[config.mk]
export PLATFORM = sky130hd
export DESIGN_NAME = uart_rx_fifo_writer
export DESIGN_NICKNAME = d
export VERILOG_FILES = /design/src/rtl/uart_pkg.sv /design/src/rtl/uart_baud_tick.sv /design/src/rtl/uart_rx_fifo_writer.sv
export SDC_FILE = /design/constraint.sdc
export NUM_CORES = 1
export LEC_CHECK = 0
export CORE_MARGIN = 1.5
export CORE_UTILIZATION = 55
export DETAILED_ROUTE_END_ITERATION = 8
export PLACE_DENSITY = 0.75
export RECOVER_POWER = 100
export SETUP_SLACK_MARGIN = 0.5
export SYNTH_ARGS = -nofsm -noshare
export SYNTH_HDL_FRONTEND = slang
export SYNTH_HIERARCHICAL = 1
export SYNTH_SLANG_ARGS = --single-unit
export TNS_END_PERCENT = 50
[constraint.sdc]
create_clock -name wclk -period 3 [get_ports wclk]
set_clock_uncertainty 0.15 [all_clocks]
set_input_delay 0.6 -clock wclk [delete_from_list [all_inputs] [get_ports wclk]]
set_output_delay 0.6 -clock wclk [all_outputs]
set_load 0.005 [all_outputs]
[src/rtl/uart_pkg.sv]
`default_nettype none
// ============================================================================
// Module   : uart_pkg
// Purpose  : Shared UART definitions: receive FSM state encoding,
//            oversampling constants and the parity helper.
// Ports    : none (package)
// Revision : 1.0 - initial release
// ============================================================================
package uart_pkg;

    // Receive FSM states. WAIT_IDLE parks the receiver after a framing
    // error until the line returns high, so a break is reported only once.
    typedef enum logic [2:0] {
        IDLE      = 3'd0,
        START     = 3'd1,
        DATA      = 3'd2,
        PARITY    = 3'd3,
        STOP      = 3'd4,
        WAIT_IDLE = 3'd5
    } uart_rx_state_t;

    localparam int OVERSAMPLE = 16;
    localparam int MID_SAMPLE = 7;

    // Expected parity bit for a data word of up to 9 bits. Narrower words
    // are zero-extended by the caller; zeros do not change the XOR.
    function automatic logic parity_calc(input logic [8:0] data, input logic odd);
        return (^data) ^ odd;
    endfunction

endpackage
`default_nettype wire

[src/rtl/uart_baud_tick.sv]
`default_nettype none
// ============================================================================
// Module   : uart_baud_tick
// Purpose  : Oversample tick generator. Counts 0..BAUD_DIV-1 and pulses
//            tick for one cycle at BAUD_DIV-1. clr holds the counter at 0
//            so the first tick lands a fixed distance after its release.
// Ports    : clk  in  - clock
//            rst  in  - asynchronous active-high reset
//            clr  in  - synchronous counter clear, suppresses tick
//            tick out - one-cycle oversample strobe
// Revision : 1.0 - initial release
// ============================================================================
module uart_baud_tick #(
    parameter int BAUD_DIV = 27
) (
    input  logic clk,
    input  logic rst,
    input  logic clr,
    output logic tick
);

    localparam int               CW   = (BAUD_DIV > 1) ? $clog2(BAUD_DIV) : 1;
    localparam logic [CW-1:0]    LAST = CW'(BAUD_DIV - 1);

    logic [CW-1:0] cnt;

    always_ff @(posedge clk or posedge rst) begin
        if (rst) begin
            cnt <= '0;
        end else if (clr || cnt == LAST) begin
            cnt <= '0;
        end else begin
            cnt <= cnt + 1'b1;
        end
    end

    assign tick = (cnt == LAST) && !clr;

endmodule
`default_nettype wire

[src/rtl/uart_rx_fifo_writer.sv]
`default_nettype none
// ============================================================================
// Module   : uart_rx_fifo_writer
// Purpose  : UART receiver feeding the write side of the RX async FIFO.
//            16x oversampling, framing and optional parity checking; only
//            good frames are written, frames arriving while the FIFO is
//            full are dropped and flagged as overruns.
// Ports    : wclk       in  - write-domain clock
//            wrst       in  - asynchronous active-high reset
//            rx_i       in  - asynchronous serial line (idles high)
//            wfull      in  - FIFO full flag (wclk domain)
//            winc       out - FIFO write strobe, one cycle
//            wdata      out - received word, valid with winc, held otherwise
//            frame_err  out - one-cycle pulse, stop bit sampled low
//            parity_err out - one-cycle pulse, parity mismatch
//            overrun    out - one-cycle pulse, good frame dropped (wfull)
// Revision : 1.0 - initial release
// ============================================================================
module uart_rx_fifo_writer
    import uart_pkg::*;
#(
    parameter int DATA_BITS  = 8,
    parameter int BAUD_DIV   = 27,
    parameter int PARITY_EN  = 0,
    parameter int PARITY_ODD = 0
) (
    input  logic                 wclk,
    input  logic                 wrst,
    input  logic                 rx_i,
    input  logic                 wfull,
    output logic                 winc,
    output logic [DATA_BITS-1:0] wdata,
    output logic                 frame_err,
    output logic                 parity_err,
    output logic                 overrun
);

    localparam int               BW          = (DATA_BITS > 1) ? $clog2(DATA_BITS) : 1;
    localparam logic [BW-1:0]    LAST_BIT    = BW'(DATA_BITS - 1);
    localparam logic [3:0]       SAMPLE_LAST = 4'(OVERSAMPLE - 1);
    localparam logic [3:0]       SAMPLE_MID  = 4'(MID_SAMPLE);
    localparam logic             ODD         = (PARITY_ODD != 0);

    logic                 rx_meta;
    logic                 rx_s;
    logic                 tick;
    logic                 tick_clr;
    uart_rx_state_t       state;
    logic [3:0]           sample_cnt;
    logic [BW-1:0]        bit_cnt;
    logic [DATA_BITS-1:0] shreg;
    logic                 parity_bit;

    // Two-flop synchronizer; reset to the idle (high) line level so a
    // reset release never looks like a start edge.
    always_ff @(posedge wclk or posedge wrst) begin
        if (wrst) begin
            rx_meta <= 1'b1;
            rx_s    <= 1'b1;
        end else begin
            rx_meta <= rx_i;
            rx_s    <= rx_meta;
        end
    end

    // Holding the tick counter in IDLE makes the start-bit mid-sample land
    // exactly 8 ticks after the FSM leaves IDLE.
    assign tick_clr = (state == IDLE);

    uart_baud_tick #(
        .BAUD_DIV (BAUD_DIV)
    ) u_baud_tick (
        .clk  (wclk),
        .rst  (wrst),
        .clr  (tick_clr),
        .tick (tick)
    );

    always_ff @(posedge wclk or posedge wrst) begin
        if (wrst) begin
            state      <= IDLE;
            sample_cnt <= '0;
            bit_cnt    <= '0;
            shreg      <= '0;
            parity_bit <= 1'b0;
            winc       <= 1'b0;
            wdata      <= '0;
            frame_err  <= 1'b0;
            parity_err <= 1'b0;
            overrun    <= 1'b0;
        end else begin
            winc       <= 1'b0;
            frame_err  <= 1'b0;
            parity_err <= 1'b0;
            overrun    <= 1'b0;

            if (tick) begin
                sample_cnt <= sample_cnt + 1'b1;
            end

            case (state)
                IDLE: begin
                    sample_cnt <= '0;
                    bit_cnt    <= '0;
                    if (!rx_s) begin
                        state <= START;
                    end
                end

                START: begin
                    if (tick && sample_cnt == SAMPLE_MID) begin
                        if (rx_s) begin
                            state <= IDLE;          // glitch shorter than half a bit
                        end else begin
                            sample_cnt <= '0;       // re-centre: next 15 wraps at mid-bit
                            state      <= DATA;
                        end
                    end
                end

                DATA: begin
                    if (tick && sample_cnt == SAMPLE_LAST) begin
                        shreg <= {rx_s, shreg[DATA_BITS-1:1]};
                        if (bit_cnt == LAST_BIT) begin
                            bit_cnt <= '0;
                            state   <= (PARITY_EN != 0) ? PARITY : STOP;
                        end else begin
                            bit_cnt <= bit_cnt + 1'b1;
                        end
                    end
                end

                PARITY: begin
                    if (tick && sample_cnt == SAMPLE_LAST) begin
                        parity_bit <= rx_s;
                        state      <= STOP;
                    end
                end

                STOP: begin
                    if (tick && sample_cnt == SAMPLE_LAST) begin
                        if (!rx_s) begin
                            frame_err <= 1'b1;
                            state     <= WAIT_IDLE;
                        end else if ((PARITY_EN != 0) &&
                                     (parity_bit != parity_calc(9'(shreg), ODD))) begin
                            parity_err <= 1'b1;
                            state      <= IDLE;
                        end else if (wfull) begin
                            overrun <= 1'b1;
                            state   <= IDLE;
                        end else begin
                            winc  <= 1'b1;
                            wdata <= shreg;
                            state <= IDLE;
                        end
                    end
                end

                WAIT_IDLE: begin
                    if (rx_s) begin
                        state <= IDLE;
                    end
                end

                default: state <= IDLE;
            endcase
        end
    end

endmodule
`default_nettype wire
Yosys cells after proc, flatten, opt, wreduce, memory -nomap -nowiden
Cells that the tools add are included.
{"block": "totals", "inputBits": 4, "elab_cells": 71, "regBits": 36}
{"block": "op_classes", "addsub": 3, "n_reduce_logical": 11, "eq_ne": 16, "bitwise_logic": 1, "n_mux": 29}
{"cell": "$mux 3", "n": 10}
{"cell": "$pmux 3 s6", "n": 1}
{"cell": "$ne 2x2->1 const B", "n": 7}
{"cell": "$mux 4", "n": 3}
{"cell": "$mux 1", "n": 11}
{"cell": "$eq 3x3->1 const B", "n": 3}
{"cell": "$pmux 4 s2", "n": 1}
{"cell": "$reduce_and 7->1", "n": 1}
{"cell": "$eq 3x2->1 const B", "n": 2}
{"cell": "$pmux 3 s2", "n": 1}
{"cell": "$add 5x1->5 const B", "n": 1}
{"cell": "$eq 5x5->1 const B", "n": 1}
{"cell": "$mux 5", "n": 1}
{"cell": "$add 4x1->4 const B", "n": 1}
{"cell": "$eq 4x3->1 const B", "n": 1}
{"cell": "$eq 4x4->1 const B", "n": 1}
{"cell": "$reduce_and 2->1", "n": 2}
{"cell": "$reduce_and 4->1", "n": 1}
{"cell": "$add 3x1->3 const B", "n": 1}
{"cell": "$eq 3x1->1 const B", "n": 1}
{"cell": "$logic_and 1x1->1", "n": 3}
{"cell": "$logic_not 3->1", "n": 1}
{"cell": "$mux 2", "n": 1}
{"cell": "$reduce_bool 2->1", "n": 1}
{"cell": "other kinds (3)", "n": 3}

Logic depth before layout (Yosys ltp)
Gate-level depths: netlist of run 1.
{"block": "logic_depth", "word_depth": 7, "depth_mapped": 10, "ltp_nobuf": 7}

By module
The synthesis of run 1 kept the hierarchy.
{"module": "uart_rx_fifo_writer", "n_inst": 1, "area_per_inst_um2": 1370.1, "cells_each": 107}
{"module": "uart_baud_tick", "n_inst": 1, "area_per_inst_um2": 279.0, "cells_each": 24}

Worst setup path after synthesis of run 1
Ideal clock, no wire load.
{"block": "synth_path", "kind": "reg-to-reg", "start": "register u_baud_tick.cnt[0]", "end": "register wdata[0]", "slack_ns": 0.551, "arrival_ns": 2.175, "synth_period_minus_slack_ns": 2.449, "setup_ns": 0.125, "path_buffers": 2, "stages_incl_launch_ff": 10, "required_ns": 2.725, "cell_sequence": "dfrtp_1 > inv_1 > ha_1 > and4b_1 > buf_6 > nor2b_1 > buf_2 > nand4_4 > nor4_4 > mux2_2"}
{"block": "synth_between", "elab_chain_cells": 4}
{"item": "start, declared", "line": "uart_baud_tick.sv:25", "source": "logic [CW-1:0] cnt;"}
{"item": "start signal, assigned", "line": "uart_baud_tick.sv:33", "source": "cnt <= cnt + 1'b1;"}
{"item": "$eq 5x5->1", "line": "uart_baud_tick.sv:37", "source": "assign tick = (cnt == LAST) && !clr;"}
{"item": "$logic_and 1x1->1", "line": "uart_baud_tick.sv:37"}
{"item": "via tick", "line": "uart_rx_fifo_writer.sv:46", "source": "logic tick;"}
{"item": "$logic_and 1x1->1", "line": "uart_rx_fifo_writer.sv:141", "source": "if (tick && sample_cnt == SAMPLE_LAST) begin"}
{"item": "$reduce_and 4->1 (no line)"}
{"item": "end signal, assigned", "line": "uart_rx_fifo_writer.sv:154", "source": "wdata <= shreg;"}
{"item": "end, declared", "line": "uart_rx_fifo_writer.sv:32", "source": "output logic [DATA_BITS-1:0] wdata,"}
The timed path passes the listed nets, and every way through them passes these cells.
A chain may end at the register's enable or synchronous reset.

Final worst setup path of run 1
{"block": "layout_path", "start": "register u_baud_tick.cnt[0]", "end": "register wdata[3]"}
The elaborated chain is that of the path after synthesis.

==> results of run 1 <==
placed cells by master, fill, tap and decap left out, types with 3 or more instances in the layout:
master | netlist | layout
dlygate4sd3_1 | 0 | 13
nand2b_1 | 3 | 3
dfrtp_1 | 34 | 34
mux2_2 | 16 | 16
nor2_1 | 5 | 5
a21oi_1 | 6 | 6
nor4_1 | 3 | 5
clkbuf_4 | 0 | 5
clkbuf_1 | 3 | 4
nor3_1 | 4 | 4
o21ai_0 | 6 | 6
inv_1 | 6 | 6
buf_4 | 1 | 7
ha_1 | 5 | 5
worst min path at each step:
stage | start | to | cells past startpoint
finish | rx_meta$_DFF_PP1_ | rx_s$_DFF_PP1_ | 0
detailed placement | rx_meta$_DFF_PP1_ | rx_s$_DFF_PP1_ | 0
CTS | rx_meta$_DFF_PP1_ | rx_s$_DFF_PP1_ | 0
floorplan | rx_meta$_DFF_PP1_ | rx_s$_DFF_PP1_ | 0
global route | rx_meta$_DFF_PP1_ | rx_s$_DFF_PP1_ | 0
global placement | rx_meta$_DFF_PP1_ | rx_s$_DFF_PP1_ | 0
flip-flops by register name, summed over array words and instances (netlist names):
signal and flops:
rx_s 1, sample_cnt 4, wdata 8, bit_cnt 3
rx_meta 1, u_baud_tick/cnt 5, shreg 8, overrun 1
frame_err 1, state 3, winc 1
timing repair:
| action | 4_1_cts | 5_1_grt |
|---|---|---|
| cloned | 0 | 1 |
| gates resized for setup | 1 | 4 |
| endpoints found under the setup margin | 8 | 18 |
| pin swaps | 0 | 1 |
| buffers inserted | 0 | 6 |
layout make-up:
| class | instances | area, µm² |
|---|---|---|
| clock buffers | 8 | 58.8 |
| inverters | 6 | 22.5 |
| fillers | 226 | 903 |
| multi-input cells | 82 | 663 |
| well taps | 31 | 38.8 |
| repair buffers | 25 | 215 |
| flip-flops and latches | 36 | 903 |
worst register-to-register path: cells and delay by family, from the launching register on:
kind                       cells  cell delay (ns)
and+or+nand+nor                4             0.98
buffers and inverters          3             0.42
DFF                            1             0.42
muxes                          1             0.33
adders and majority gates      1             0.13
layer usage:
layer  vias up  part of all wire, %  GRT usage [%]
met5         -                    0              0
met4         0                  1.6           8.97
met3         5                  4.2           4.69
met2        33                   50           28.7
met1       537                   44           24.6
li1        516                    -              -
logic make-up after synthesis:
| logic type | Yosys count | synth area share, % |
|---|---|---|
| other cells | 1 | 0.227 |
| fa+ha+maj | 5 | 3.79 |
| compound gates | 19 | 6.91 |
| mux | 18 | 12.1 |
| flops | 36 | 54.8 |
| simple gates | 35 | 16.2 |
| buf+inv | 13 | 3.79 |
| xor+xnor | 4 | 2.12 |
per-stage QoR:
step / instance area [µm²] / power, µW / hold slack (ns) / setup slack [ns] / cells
2_1_floorplan: 1650 / 507 / 0.195 / 0.551 / 131
3_3_place_gp: 1820 / 515 / 0.197 / 0.556 / 173
3_5_place_dp: 1820 / 515 / 0.197 / 0.481 / 173
4_1_cts: 1880 / 778 / 0.211 / 0.502 / 181
5_1_grt: 1900 / 805 / 0.215 / 0.286 / 188
6_report: 1900 / 767 / 0.210 / 0.467 / 188
power groups by stage:
stage	clock, µW	combinational [µW]	sequential (µW)
detailed placement	0	16.7	498
global placement	0	16.3	498
finish	263	14.9	489
global route	298	17.7	489
floorplan	0	9.57	498
CTS	273	16.7	489
==> metrics.cfg, run 1 <==
[finish]
fin_util_pct = 67.8
num_antenna_cells = 0
syn_to_final_growth_pct = 15.3
nNetsFinal = 165
drive_above_1_share_pct = 23.6

[grt]
grt_pass1_wl_mm = 4.65
antenna_found_initial = 0
grt_usage_pct = 18.6
grt_max_degree = 32
grt_pass1_vias = 1031
grt-ovfl-total = 0

[worst_setup_path]
cpPeakStageDelay_ns = 0.42
rr_worst_depth = 9
crit_buf_inv = 3
r2r_start = u_baud_tick/cnt[0]$_DFF_PP0_
crit_family = simple AND/OR/NAND/NOR gates
crit_type = register to register
cp-end-kind = register
path_common_cell = buf_4
ff2ff_setup_slack_ns = 0.47
cp.depth = 9
cp.required_ns = 3.07
crit_path_max_fanout = 7
crit_slowest_cell = dfrtp_1
r2r-end = wdata[3]$_DFFE_PP0P_
crit_end = wdata[3]$_DFFE_PP0P_
crit_arrival_ns = 2.61
path_cells = inv_1 > ha_1 > and4b_1 > nor2b_1 > buf_4 > nand4_1 > nor4_4 > buf_4 > mux2_2
startpoint = u_baud_tick/cnt[0]$_DFF_PP0_
start_kind = register

[floorplan]
die_h_um = 57.8
core.rowCount = 19
core_area_mm2 = 0.00281
ioPinCount = 16
start_util_pct = 58.8
die_x_um = 57.8
dieArea_mm2 = 0.00334

[synth]
ys_types = 41
yosys-top-cells-area = dfrtp_1 (52%), mux2_2 (11%), ha_1 (3.8%)
yosys-top-cells-count = dfrtp_1 (34), mux2_2 (16), a21oi_1 (6), inv_1 (6), o21ai_0 (6)
ys_seq_elements = 36
syn_area_per_cell_um2 = 12.6
synth.largest_area_cell = dfrtp_1
synth_top_area_share_pct = 51.6
ys_seq_area_share_pct = 54.8
yosysWarnings = 6
synth_flop_cell = dfrtp_1
synth.most_common_cell = dfrtp_1
synth_edf_count = 0
netlist_area_mm2 = 0.00165
synth_nets = 140
netlist_instances = 131
async_flop_share_pct = 100

[place]
place.gp.congestion = 0.799
io_buffers = 14
dp_hpwl_mm = 1.86

[detailed_routing]
drt-initial-drc-count = 55
avgRoutedWirePerCell_um = 14.9
routed_via_density = 5.80
post-route-drc-count = 0
drt_pass1_iterations = 4
drt-total-wl_mm = 2.81
vias = 1091
drtAntennaViolNets = 0

[power_and_ir_drop]
irDropWorstVdd_mv = 0.413
internal_power_uw = 607
power_density_mw_per_mm2 = 403
switching_share_pct = 20.9
p_clk_share_pct = 34.3
seqPwrFrac_pct = 63.7
combPwrFrac_pct = 1.9
total_leakage_power_uw = 0.000927
switching_power_uw = 160

[sta]
setup_viol = 0
hold_violations = 0
drv_slew = 32
tightest_slew_ns = 1.58
max_slew_margin_pct = -5.33
tns_ns = 0
fin_crit_ns = 2.53
rsz0062_at_grt = no
min_period_over_period_pct = 84.4
max_freq_mhz = 395

[clock_network]
ctsHoldBuffers = 0
clock_sinks = 36
clk_latency_ns = 0.33
cts_root_buffer = clkbuf_4
clk_pin_slew_ns = 0.10
cts_max_level = 2
numCtsBuffers = 5
cts_tree = yes
clockBufferDepth = 2

[run_status]
violations = capacitance limit, slew limit
status = finished, violations left

[worst_hold_path]
hp-class = register to register

[job]
max-cap-violations = 1

No activity file was read; power rests on OpenSTA's default activity.
==> run 2, diff against run 1 <==
==> constraint.sdc (replaced) <==
create_clock -name wclk -period 2.52 [get_ports wclk]
set_clock_uncertainty 0.15 [all_clocks]
set_input_delay 0.504 -clock wclk [delete_from_list [all_inputs] [get_ports wclk]]
set_output_delay 0.504 -clock wclk [all_outputs]
set_load 0.005 [all_outputs]
==> run 2 against run 1 <==
The flow now finishes without violations. Critical path depth fell by 1. Clock power increased by 57%. Power is 32% higher. Routed wire length rose by 25%. Non-clock buffer count up 9. Hold slack better by 0.0017 ns. Combinational power is 27% higher. Via count rose by 9.2%. Critical path type unchanged. Critical endpoint is now wdata[6]$_DFFE_PP0P_. Largest power group unchanged. Highest routed layer unchanged.
==> metrics.cfg, run 2 (synthesis gave the netlist of run 1 again) <==
[detailed_routing]
post-route-drc-count = 0
drtAntennaViolNets = 0
drt-total-wl_mm = 3.50
vias = 1191
avgRoutedWirePerCell_um = 17.7
drt_pass1_iterations = 4
routed_via_density = 6.02
drt-initial-drc-count = 29

[sta]
hold_violations = 0
max_freq_mhz = 442
tns_ns = 0
hold_ws_ns = 0.212
min_period_over_period_pct = 89.8
max_slew_margin_pct = 48.6
setup_viol = 0
tightest_slew_ns = 0.770
drv_slew = 0
fin_crit_ns = 2.26
rsz0062_at_grt = yes

[grt]
grt_pass1_vias = 1178
grt_max_degree = 32
grt-ovfl-total = 0
grt_usage_pct = 22.4
grt_pass1_wl_mm = 5.62
antenna_found_initial = 0

[power_and_ir_drop]
switching_power_uw = 221
seqPwrFrac_pct = 57.5
irDropWorstVdd_mv = 0.371
total_leakage_power_uw = 0.00102
switching_share_pct = 21.8
combPwrFrac_pct = 1.9
internal_power_uw = 792
power_density_mw_per_mm2 = 489
p_clk_share_pct = 40.6

[finish]
fillers = 193
multi_input_area_um2 = 742
num_antenna_cells = 0
nNetsFinal = 175
reg_top3 = shreg (8), wdata (8), u_baud_tick/cnt (5)
drive_above_1_share_pct = 32.9
layout_commonest_cell = dfrtp_1
seq_area_um2 = 903
final_cell_mix = dfrtp_1 (34), buf_4 (14), dlygate4sd3_1 (13), mux2_2 (9)
syn_to_final_growth_pct = 25.8

[floorplan]
core.rowCount = 19
dieArea_mm2 = 0.00334
start_util_pct = 58.8
die_x_um = 57.8
core_area_mm2 = 0.00281
ioPinCount = 16
die_h_um = 57.8

[worst_setup_path]
crit_slowest_cell = dfrtp_1
path_cells = inv_1 > ha_1 > and4b_1 > nor2b_1 > nand4_4 > nor4_4 > buf_6 > mux2_2
crit_arrival_ns = 2.34
cpPeakStageDelay_ns = 0.40
ff2ff_setup_slack_ns = 0.26
crit_path_max_fanout = 5
cp.required_ns = 2.60
start_kind = register
crit_type = register to register
cp-end-kind = register

[run_status]
status = finished clean

[clock_network]
clockBufferDepth = 2
clock_sinks = 36
cts_root_buffer = clkbuf_4
clk_pin_slew_ns = 0.11
numCtsBuffers = 5
cts_tree = yes
cts_max_level = 2
clk_latency_ns = 0.35

[worst_hold_path]
hp-class = register to register

[place]
place.gp.congestion = 0.797
io_buffers = 14
dp_hpwl_mm = 2.11

[job]
max-cap-violations = 0

## run 2: cell count changes in the layout (fill, tap and decap cells not counted), moves of 2 or more
cell	delta
mux2_2	-7
clkbuf_1	-2
a21oi_1	-4
mux2_1	+3
buf_4	+7
a21oi_2	+4
mux2_4	+4
## run 2: worst paths after layout
kind,start,cells after the start,end
max in group asynchronous,wrst,3,wdata[6]$_DFFE_PP0P_
setup reg to reg,u_baud_tick/cnt[0]$_DFF_PP0_,8,wdata[6]$_DFFE_PP0P_
hold reg to reg,rx_meta$_DFF_PP1_,0,rx_s$_DFF_PP1_
hold / removal,rx_meta$_DFF_PP1_,0,rx_s$_DFF_PP1_
setup / recovery,u_baud_tick/cnt[0]$_DFF_PP0_,8,wdata[6]$_DFFE_PP0P_
min in group asynchronous,wrst,2,u_baud_tick/cnt[2]$_DFF_PP0_
## run 2: critical path: cells and delay by family (launching register included)
| family | cells | cell delay, ns |
|---|---|---|
| adder cells (fa/ha/maj) | 1 | 0.13 |
| flip-flops | 1 | 0.40 |
| buffers and inverters | 2 | 0.24 |
| multiplexers | 1 | 0.34 |
| AND/OR/NAND/NOR | 4 | 0.89 |
## run 2: power groups by stage
stage          clock, µW  combinational, µW  sequential [µW]
6_report             412               18.9              583
5_1_grt              429               21.8              584
4_1_cts              413               20.4              582
3_5_place_dp           0               20.2              593
3_3_place_gp           0               20.1              593
2_1_floorplan          0               11.5              593
## run 2: cell type report
type	count	area share [%]
Clock buffer	5	1.81
Inverter	6	1.09
Timing Repair Buffer	34	13.9
Tap cell	31	1.87
Multi-Input combinational cell	83	35.8
Clock inverter	3	2.05
Sequential cell	36	43.5
## run 2: routing by layer
| layer | up-vias | GRT usage, % | part of all wire [%] |
|---|---|---|---|
| met3 | 10 | 4.02 | 4.1 |
| li1 | 544 | - | - |
| met4 | 0 | 7.97 | 2.1 |
| met1 | 601 | 30.4 | 44 |
| met2 | 36 | 36.2 | 50 |
| met5 | - | 0 | 0 |
## run 2: timing repair
item | in CTS | in global routing
hold buffers | 0 | 0
hold endpoints to repair | 0 | 0
resized for setup | 12 | 7
gates cloned | 2 | 0
endpoints found under the setup margin | 25 | 25
buffers inserted | 7 | 4
pin swaps | 2 | 3
## run 2: stage by stage
stage / utilization, % / std cells / area (µm²) / setup slack (ns) / power (µW)
after floorplan: - / 131 / 1690 / 0.0832 / 604
after global placement: 66.7 / 177 / 1870 / 0.163 / 614
after detailed placement: 66.7 / 177 / 1870 / 0.0914 / 614
after CTS: 73.4 / 194 / 2060 / 0.420 / 1020
after global routing: 74.0 / 198 / 2070 / 0.140 / 1030
final: 74.0 / 198 / 2070 / 0.256 / 1010
==> run 3, diff against run 2 <==
--- a/config.mk
+++ b/config.mk
@@ -11,6 +11,7 @@
 export PLACE_DENSITY = 0.75
 export RECOVER_POWER = 100
 export SETUP_SLACK_MARGIN = 0.5
+export SKIP_LAST_GASP = 1
 export SYNTH_ARGS = -nofsm -noshare
 export SYNTH_HDL_FRONTEND = slang
 export SYNTH_HIERARCHICAL = 1
==> results of run 3 <==
Same layout as run 2: the final DEF is identical, and so are final timing and power.
